**config.mk**
```make
export PLATFORM = sky130hd
export DESIGN_NAME = uart_rx_fifo
export DESIGN_NICKNAME = d
export VERILOG_FILES = /design/src/rtl/uart_rx_fifo.sv
export SDC_FILE = /design/constraint.sdc
export NUM_CORES = 1
export LEC_CHECK = 0
export ABC_AREA = 1
export CAP_MARGIN = 20
export CORE_ASPECT_RATIO = 1.4
export CORE_MARGIN = 10
export CORE_UTILIZATION = 60
export CTS_BUF_LIST = sky130_fd_sc_hd__clkbuf_8
export CTS_CLUSTER_DIAMETER = 200
export DETAILED_ROUTE_END_ITERATION = 8
export PLACE_DENSITY = 0.74
export SYNTH_ARGS = -nofsm -noshare
export SYNTH_HDL_FRONTEND = slang
export SYNTH_SLANG_ARGS = --single-unit
```
**constraint.sdc**
```tcl
create_clock -name clk -period 4.6 [get_ports clk]
set_clock_uncertainty 0.1 [all_clocks]
set_input_delay 0.69 -clock clk [delete_from_list [all_inputs] [get_ports clk]]
set_output_delay 0.69 -clock clk [all_outputs]
set_load 0.005 [all_outputs]
```
**src/rtl/uart_rx_fifo.sv**
```systemverilog
// UART 8N1 receiver with a show-ahead byte FIFO, sticky framing-error and
// overrun flags. The rx pin is synchronised, deserialised LSB first, and each
// good byte is queued for the CPU-side register logic.
module uart_rx_fifo #(
  parameter int CLOCK_FREQ  = 50000000,
  parameter int BAUD_RATE   = 115200,
  parameter int BUFFER_SIZE = 16
) (
  input  logic       clk,
  input  logic       rst,
  input  logic       rx,
  input  logic       rd_en,
  input  logic       clear_err,
  output logic [7:0] data_out,
  output logic       empty,
  output logic       full,
  output logic       frame_error,
  output logic       overrun
);

  localparam int CLKS_PER_BIT = CLOCK_FREQ / BAUD_RATE;
  localparam int HALF         = CLKS_PER_BIT / 2;
  localparam int AW           = $clog2(BUFFER_SIZE);
  localparam int CW           = $clog2(CLKS_PER_BIT + 1);

  typedef enum logic [2:0] {
    S_IDLE,
    S_START,
    S_DATA,
    S_STOP,
    S_BREAK
  } state_t;

  state_t        state_q, state_d;
  logic [CW-1:0] cnt_q, cnt_d;
  logic [2:0]    bit_q, bit_d;
  logic [7:0]    shift_q, shift_d;
  logic          push_q, push_d;
  logic          drop_q, drop_d;
  logic          ferr_q, ferr_d;

  logic          rx_meta, rx_s;

  logic [7:0]    mem [BUFFER_SIZE];
  logic [AW-1:0] wr_ptr, rd_ptr;
  logic [AW:0]   count;
  logic          do_pop;

  // Two-flop synchroniser on the asynchronous rx pin; idles high.
  always_ff @(posedge clk) begin
    if (rst) begin
      rx_meta <= 1'b1;
      rx_s    <= 1'b1;
    end else begin
      rx_meta <= rx;
      rx_s    <= rx_meta;
    end
  end

  // Receiver state and datapath registers.
  always_ff @(posedge clk) begin
    if (rst) begin
      state_q <= S_IDLE;
      cnt_q   <= '0;
      bit_q   <= '0;
      shift_q <= '0;
      push_q  <= 1'b0;
      drop_q  <= 1'b0;
      ferr_q  <= 1'b0;
    end else begin
      state_q <= state_d;
      cnt_q   <= cnt_d;
      bit_q   <= bit_d;
      shift_q <= shift_d;
      push_q  <= push_d;
      drop_q  <= drop_d;
      ferr_q  <= ferr_d;
    end
  end

  // Next-state logic: bit timing, sampling and the push/drop/error decision
  // taken on the stop-bit sample edge.
  always_comb begin
    state_d = state_q;
    cnt_d   = cnt_q + 1'b1;
    bit_d   = bit_q;
    shift_d = shift_q;
    push_d  = 1'b0;
    drop_d  = 1'b0;
    ferr_d  = 1'b0;
    unique case (state_q)
      S_IDLE: begin
        cnt_d = '0;
        if (!rx_s) begin
          bit_d   = '0;
          state_d = S_START;
        end
      end
      S_START: begin
        if (cnt_q == CW'(HALF - 1)) begin
          cnt_d   = '0;
          state_d = rx_s ? S_IDLE : S_DATA;
        end
      end
      S_DATA: begin
        if (cnt_q == CW'(CLKS_PER_BIT - 1)) begin
          cnt_d   = '0;
          shift_d = {rx_s, shift_q[7:1]};
          if (bit_q == 3'd7) state_d = S_STOP;
          else               bit_d   = bit_q + 3'd1;
        end
      end
      S_STOP: begin
        if (cnt_q == CW'(CLKS_PER_BIT - 1)) begin
          cnt_d = '0;
          if (rx_s) begin
            // A pop on this same edge frees the slot the byte will use next cycle.
            if (!full || rd_en) push_d = 1'b1;
            else                drop_d = 1'b1;
            state_d = S_IDLE;
          end else begin
            ferr_d  = 1'b1;
            state_d = S_BREAK;
          end
        end
      end
      S_BREAK: begin
        cnt_d = '0;
        if (rx_s) state_d = S_IDLE;
      end
      default: state_d = S_IDLE;
    endcase
  end

  assign do_pop   = rd_en && !empty;
  assign empty    = (count == '0);
  assign full     = (count == (AW+1)'(BUFFER_SIZE));
  assign data_out = mem[rd_ptr];

  // FIFO storage; contents need no reset since empty masks them.
  always_ff @(posedge clk) begin
    if (push_q) mem[wr_ptr] <= shift_q;
  end

  // FIFO pointers and occupancy count.
  always_ff @(posedge clk) begin
    if (rst) begin
      wr_ptr <= '0;
      rd_ptr <= '0;
      count  <= '0;
    end else begin
      if (push_q) wr_ptr <= wr_ptr + 1'b1;
      if (do_pop) rd_ptr <= rd_ptr + 1'b1;
      if (push_q && !do_pop)      count <= count + 1'b1;
      else if (!push_q && do_pop) count <= count - 1'b1;
    end
  end

  // Sticky error flags; a new error outranks a simultaneous clear.
  always_ff @(posedge clk) begin
    if (rst) begin
      frame_error <= 1'b0;
      overrun     <= 1'b0;
    end else begin
      frame_error <= ferr_q | (frame_error & ~clear_err);
      overrun     <= drop_q | (overrun & ~clear_err);
    end
  end

endmodule
```
* After elaboration in Yosys (flattened, before gate mapping)
Memories as Yosys holds them, arrays and structs flattened. A register that Yosys moved wholly into a read port is not among the register bits. Cells that the tools add are included.
Word-level totals: register bits after elaboration 43, bits in writable memories 128, input bits 5, output and inout bits 12, logic and storage cells 88, memories kept 1
Cells by class: add/subtract/negate cells 6, equality and inequality tests 15, multiplexer cells 25, bitwise operators 8, reductions and logical operators 19
Memory list:
- mem | depth 16, bits a word 8, read ports 1, clocked after memory_dff 1, write ports 1, line 44 | logic [7:0] mem [BUFFER_SIZE];
Operators with widths (number):
- 3-bit two-way mux | 10
- 9-bit one-hot mux with 3 select lines | 1
- 9-bit two-way mux | 2
- 3-bit one-hot mux with 5 select lines | 1
- 2-bit inequality test (second input constant) | 7
- 5-bit two-way mux | 2
- 9-bit by 1-bit adder with 9-bit output (second input constant) | 1
- 9-bit by 8-bit equality test with 1-bit output (second input constant) | 1
- 9-bit equality test (second input constant) | 1
- 4-bit by 1-bit adder with 4-bit output (second input constant) | 2
- 4-bit two-way mux | 2
- 3-bit by 2-bit equality test with 1-bit output (second input constant) | 2
- 3-bit equality test (second input constant) | 2
- 3-bit one-hot mux with 2 select lines | 1
- 6-bit AND reduction | 1
- 5-bit by 1-bit adder with 5-bit output (second input constant) | 1
- 5-bit equality test (second input constant) | 1
- 5-bit logical NOT | 1
- 1-bit two-way mux | 5
- 5-bit by 1-bit subtractor with 5-bit output (second input constant) | 1
- 1-bit logical NOT | 4
- 1-bit NOT | 4
- 4-bit AND reduction | 1
- 2-bit nonzero test | 2
- 12 further kinds | 17

* Depth between registers and ports, before layout
word-level depth 6, gate-level depth with buffers 15, mapped depth without buffers 15

* Least setup slack after synthesis
OpenSTA, ideal clock, no wires.
path kind input -> register, from in rd_en, to reg count[4], setup time 0.132 ns, arrival 1.911 ns, required time 4.368 ns, setup slack 2.457 ns, cell stages on the path 9, path buffers 0, cell sequence nand2_1 > ha_1 > inv_1 > fa_1 > nand3_1 > nand2_1 > xor2_1 > nand2_1 > a21oi_1
Between the ends: cells in the longest elaborated chain, start to end 4, elaborated cells on any way between the ends 6, classes of those cells mux: 1; reduce/logical: 5
RTL lines:
- start, declared | line 12 | input logic rd_en,
- 1-bit logical AND * | line 135 | assign do_pop = rd_en && !empty;
- 1-bit logical NOT | line 154 | if (push_q && !do_pop) count <= count + 1'b1;
- 1-bit logical AND | line 154
- 5-bit two-way mux / 2-bit nonzero test (equally long branches)
- end signal, assigned | line 154
- end signal, assigned | line 155 | else if (!push_q && do_pop) count <= count - 1'b1;
- end, declared | line 46 | logic [AW:0] count;
Mark *: on every way between the ends. The rest lies on a longest branch, timed or not. A chain may end at the register's enable or synchronous reset.

==> impl_results.md <==
* Status: complete, no violations
* Post CTS Setup Buffer Count at 0
* R2r setup slk at 2.24 ns
* CP cell instances: buf_4 -> o211ai_1 -> nand3_1 -> nand3_1 -> nand2_1 -> clkdlybuf4s50_1
* Pre-antenna DRT Iters at 5
* Synthesized Nets at 743
* Area grow syn2layout at 8.43%
* Slew @ Worst Pin at 0.930 ns
* Critical path peak fanout at 82
* # H-tree levels at 4
* RSZ-0062 raised after global routing: no
* Most used cell, CP: nand3_1
* Slowest-stage cell, CP: dfxtp_4
* Kind of critical path: reg2out
* ANT cells at 0
* Synth area leader: edfxtp_1
* DRC Markers at 0
* Slew headroom at between 30% and 40%
* Sw Pwr at 1.37 mW
* Lkg Pwr at 3.03 nW
* Core Region at 12300 um^2
* WHS Path Cells at 1
* Layout cells sized above 1 at 7.93%
* Clock Tree Buf Depth at 2
* Post-CTS Resized at 0
* Switching Fraction at between 30% and 40%
* Period utilization at 76.9%
* Worst Path Arrival at roughly 2.8 ns
* Post-synth top cells: edfxtp_1, inv_1, nand2_1
* Asr flop ratio synth at 0%
* Remaining Overflow, GRT at 0
* Post-synthesis sequential area ratio at 64.1%
* Cell area after synthesis at 7460 um^2
* Hold wc startpoint: rx_meta
* Synth Flop Type: edfxtp_1
* Die H at 152 um
* Max Cap Viol at 0
* VDD IR max at 0.349 mV
* Clock power share at 25.6%
* Die area at 17400 um^2
* CTS tree: done
* Pre-CTS WS at 1.55 ns
* # setup viols final at 0
* PortBufs at 16
* Max frequency at 283 MHz
* Count leader, synth: edfxtp_1
* # IOs at 17
* Initial core utilization at 60.9%
* Reg2reg path depth at 13
* Final setup TNS at 0 ns
* Pin count of the biggest net entering global routing at 83
* Routed length per instance at 16.6 um
* Clk_lat worst skew at 0.45 ns
* Final min period at 3.54 ns
* Clock transition at the registers of the reported paths at around 0.090 ns
* Reg power frac at 48.8%
* Nets@finish at 751
* Worst path bufs/invs at 2
* Unique masters post-synth at 32
* Critical Path Start Type: flip-flop
* Placer Congestion at 0.823
* Internal cell power at between 2 and 3 mW
* Die width at 114 um
* Reg-to-reg endpoint: count[4]
* Pwr/cell area at 484 nW/um^2
* CTS Sinks at 175
* Vias/cell at 5.52
* Worst r2r src: count[0]
* CP top delay family: buffers and inverters
* Synth warnings at 0
* Synth area leaders: edfxtp_1, dfxtp_1, inv_1
* Fin. max-slew vios at 0
* Via count at 4936
* Syn Inst Count at 723
* Number of synthesized flops with an enable pin at 128
* Crit path largest cell delay at 0.83 ns
* Total track usage at 17.5%
* Syn avg cell area at 10.3 um^2
* CTS root buf: clkbuf_8
* Routed wire length at around 15000 um
* Vias in the first global route at 4922
* WHS Endpoint: rx_s
* Post-synthesis register bit count at between 150 and 200
* CP endpoint kind: output pin
* Row cnt at between 40 and 50
* DP HPWL at 10200 um
* Hold Buf Count CTS at 0
* CP Data Required Time at 3.81 ns
* Worst setup margin at about 1.1 ns
* Top-area cell type share of the netlist area at between 50% and 60%
* First-pass GRT wire length at 24000 um
* CTS buffer count at 17
* Final Hold Fails at 0
* DRT iter0 DRCs at 339
* Remaining antenna violation count at 0
* Initial antenna violation count at 0
* Hold WC Path Type: reg2reg
* Logic gate share of total power at about a quarter
[power by group through the flow]
stage	sequential [mW]	combinational [mW]	clock (mW)
floorplan	1.82	0.825	0
global placement	1.95	0.973	0
detailed placement	1.95	0.999	0
CTS	1.91	1.00	1.02
global route	1.94	1.14	1.08
finish	1.91	1.00	1.00
[stage by stage]
stage          instance area (um^2)  cells  hold WS, ns  util [%]  power [mW]
2_1_floorplan                  7460    723        0.289         -        2.64
3_3_place_gp                   7710    862        0.292      63.0        2.92
3_5_place_dp                   7710    862        0.303      63.0        2.95
4_1_cts                        8090    894        0.322      66.0        3.94
5_1_grt                        8090    894        0.334      66.0        4.16
6_report                       8090    894        0.319      66.0        3.92
[flip-flops by register name (all words and copies together) (netlist names), named ones only]
signal / cells
count: 5
shift_q: 8
rx_s: 1
drop_q: 1
overrun: 1
ferr_q: 1
push_q: 1
state_q: 3
frame_error: 1
bit_q: 3
cnt_q: 9
mem: 128
rx_meta: 1
rd_ptr: 4
wr_ptr: 4
[cells in the final DEF, fill, tap and decap left out, drive strengths merged, types with 16 or more instances in the layout]
cell / Yosys / layout
edfxtp: 128 / 128
nand2: 101 / 101
o211ai: 33 / 33
nand3: 60 / 60
a21oi: 58 / 58
dfxtp: 47 / 47
nor2: 66 / 66
clkdlybuf4s50: 0 / 16
inv: 112 / 123
clkbuf: 17 / 17
o21ai: 47 / 47
[area by class of cell]
cell class	count	area [um^2]
inverter	112	420
timing repair buffer	20	190
sequential	175	4790
multi-input combinational	405	2130
clock inverter	15	144
fill	924	4160
tap	150	188
clock buffer	17	234
[routing by layer]
layer | global-route usage [%] | up-vias | wire length [um]
li1 | - | 2459 | -
met1 | 19.5 | 2330 | 5760
met2 | 31.3 | 127 | 8140
met3 | 3.98 | 20 | 711
met4 | 6.94 | 0 | 231
met5 | 0 | - | 0
[kinds of logic (layout without fill, tap and decap cells)]
family	after synthesis	after routing	synth area share, %
xor gates and xnor gates	9	9	1.06
and+or+nand+nor	242	242	14.3
buffers and inverters	143	164	7.39
AOI/OAI and AO/OA	139	139	10.5
DFF	175	175	64.1
adders and majority gates	15	15	2.62
[worst max path at each step]
stage               startpoint     endpoint  depth (start not counted)
finish               flip-flop  data_out[4]                          6
floorplan                rd_en     count[4]                          9
detailed placement   flip-flop  data_out[4]                          6
global placement     flip-flop  data_out[6]                          6
global route         flip-flop  data_out[5]                          7
CTS                  flip-flop  data_out[4]                          6
Note: power is estimated with default switching activity, not from simulation.
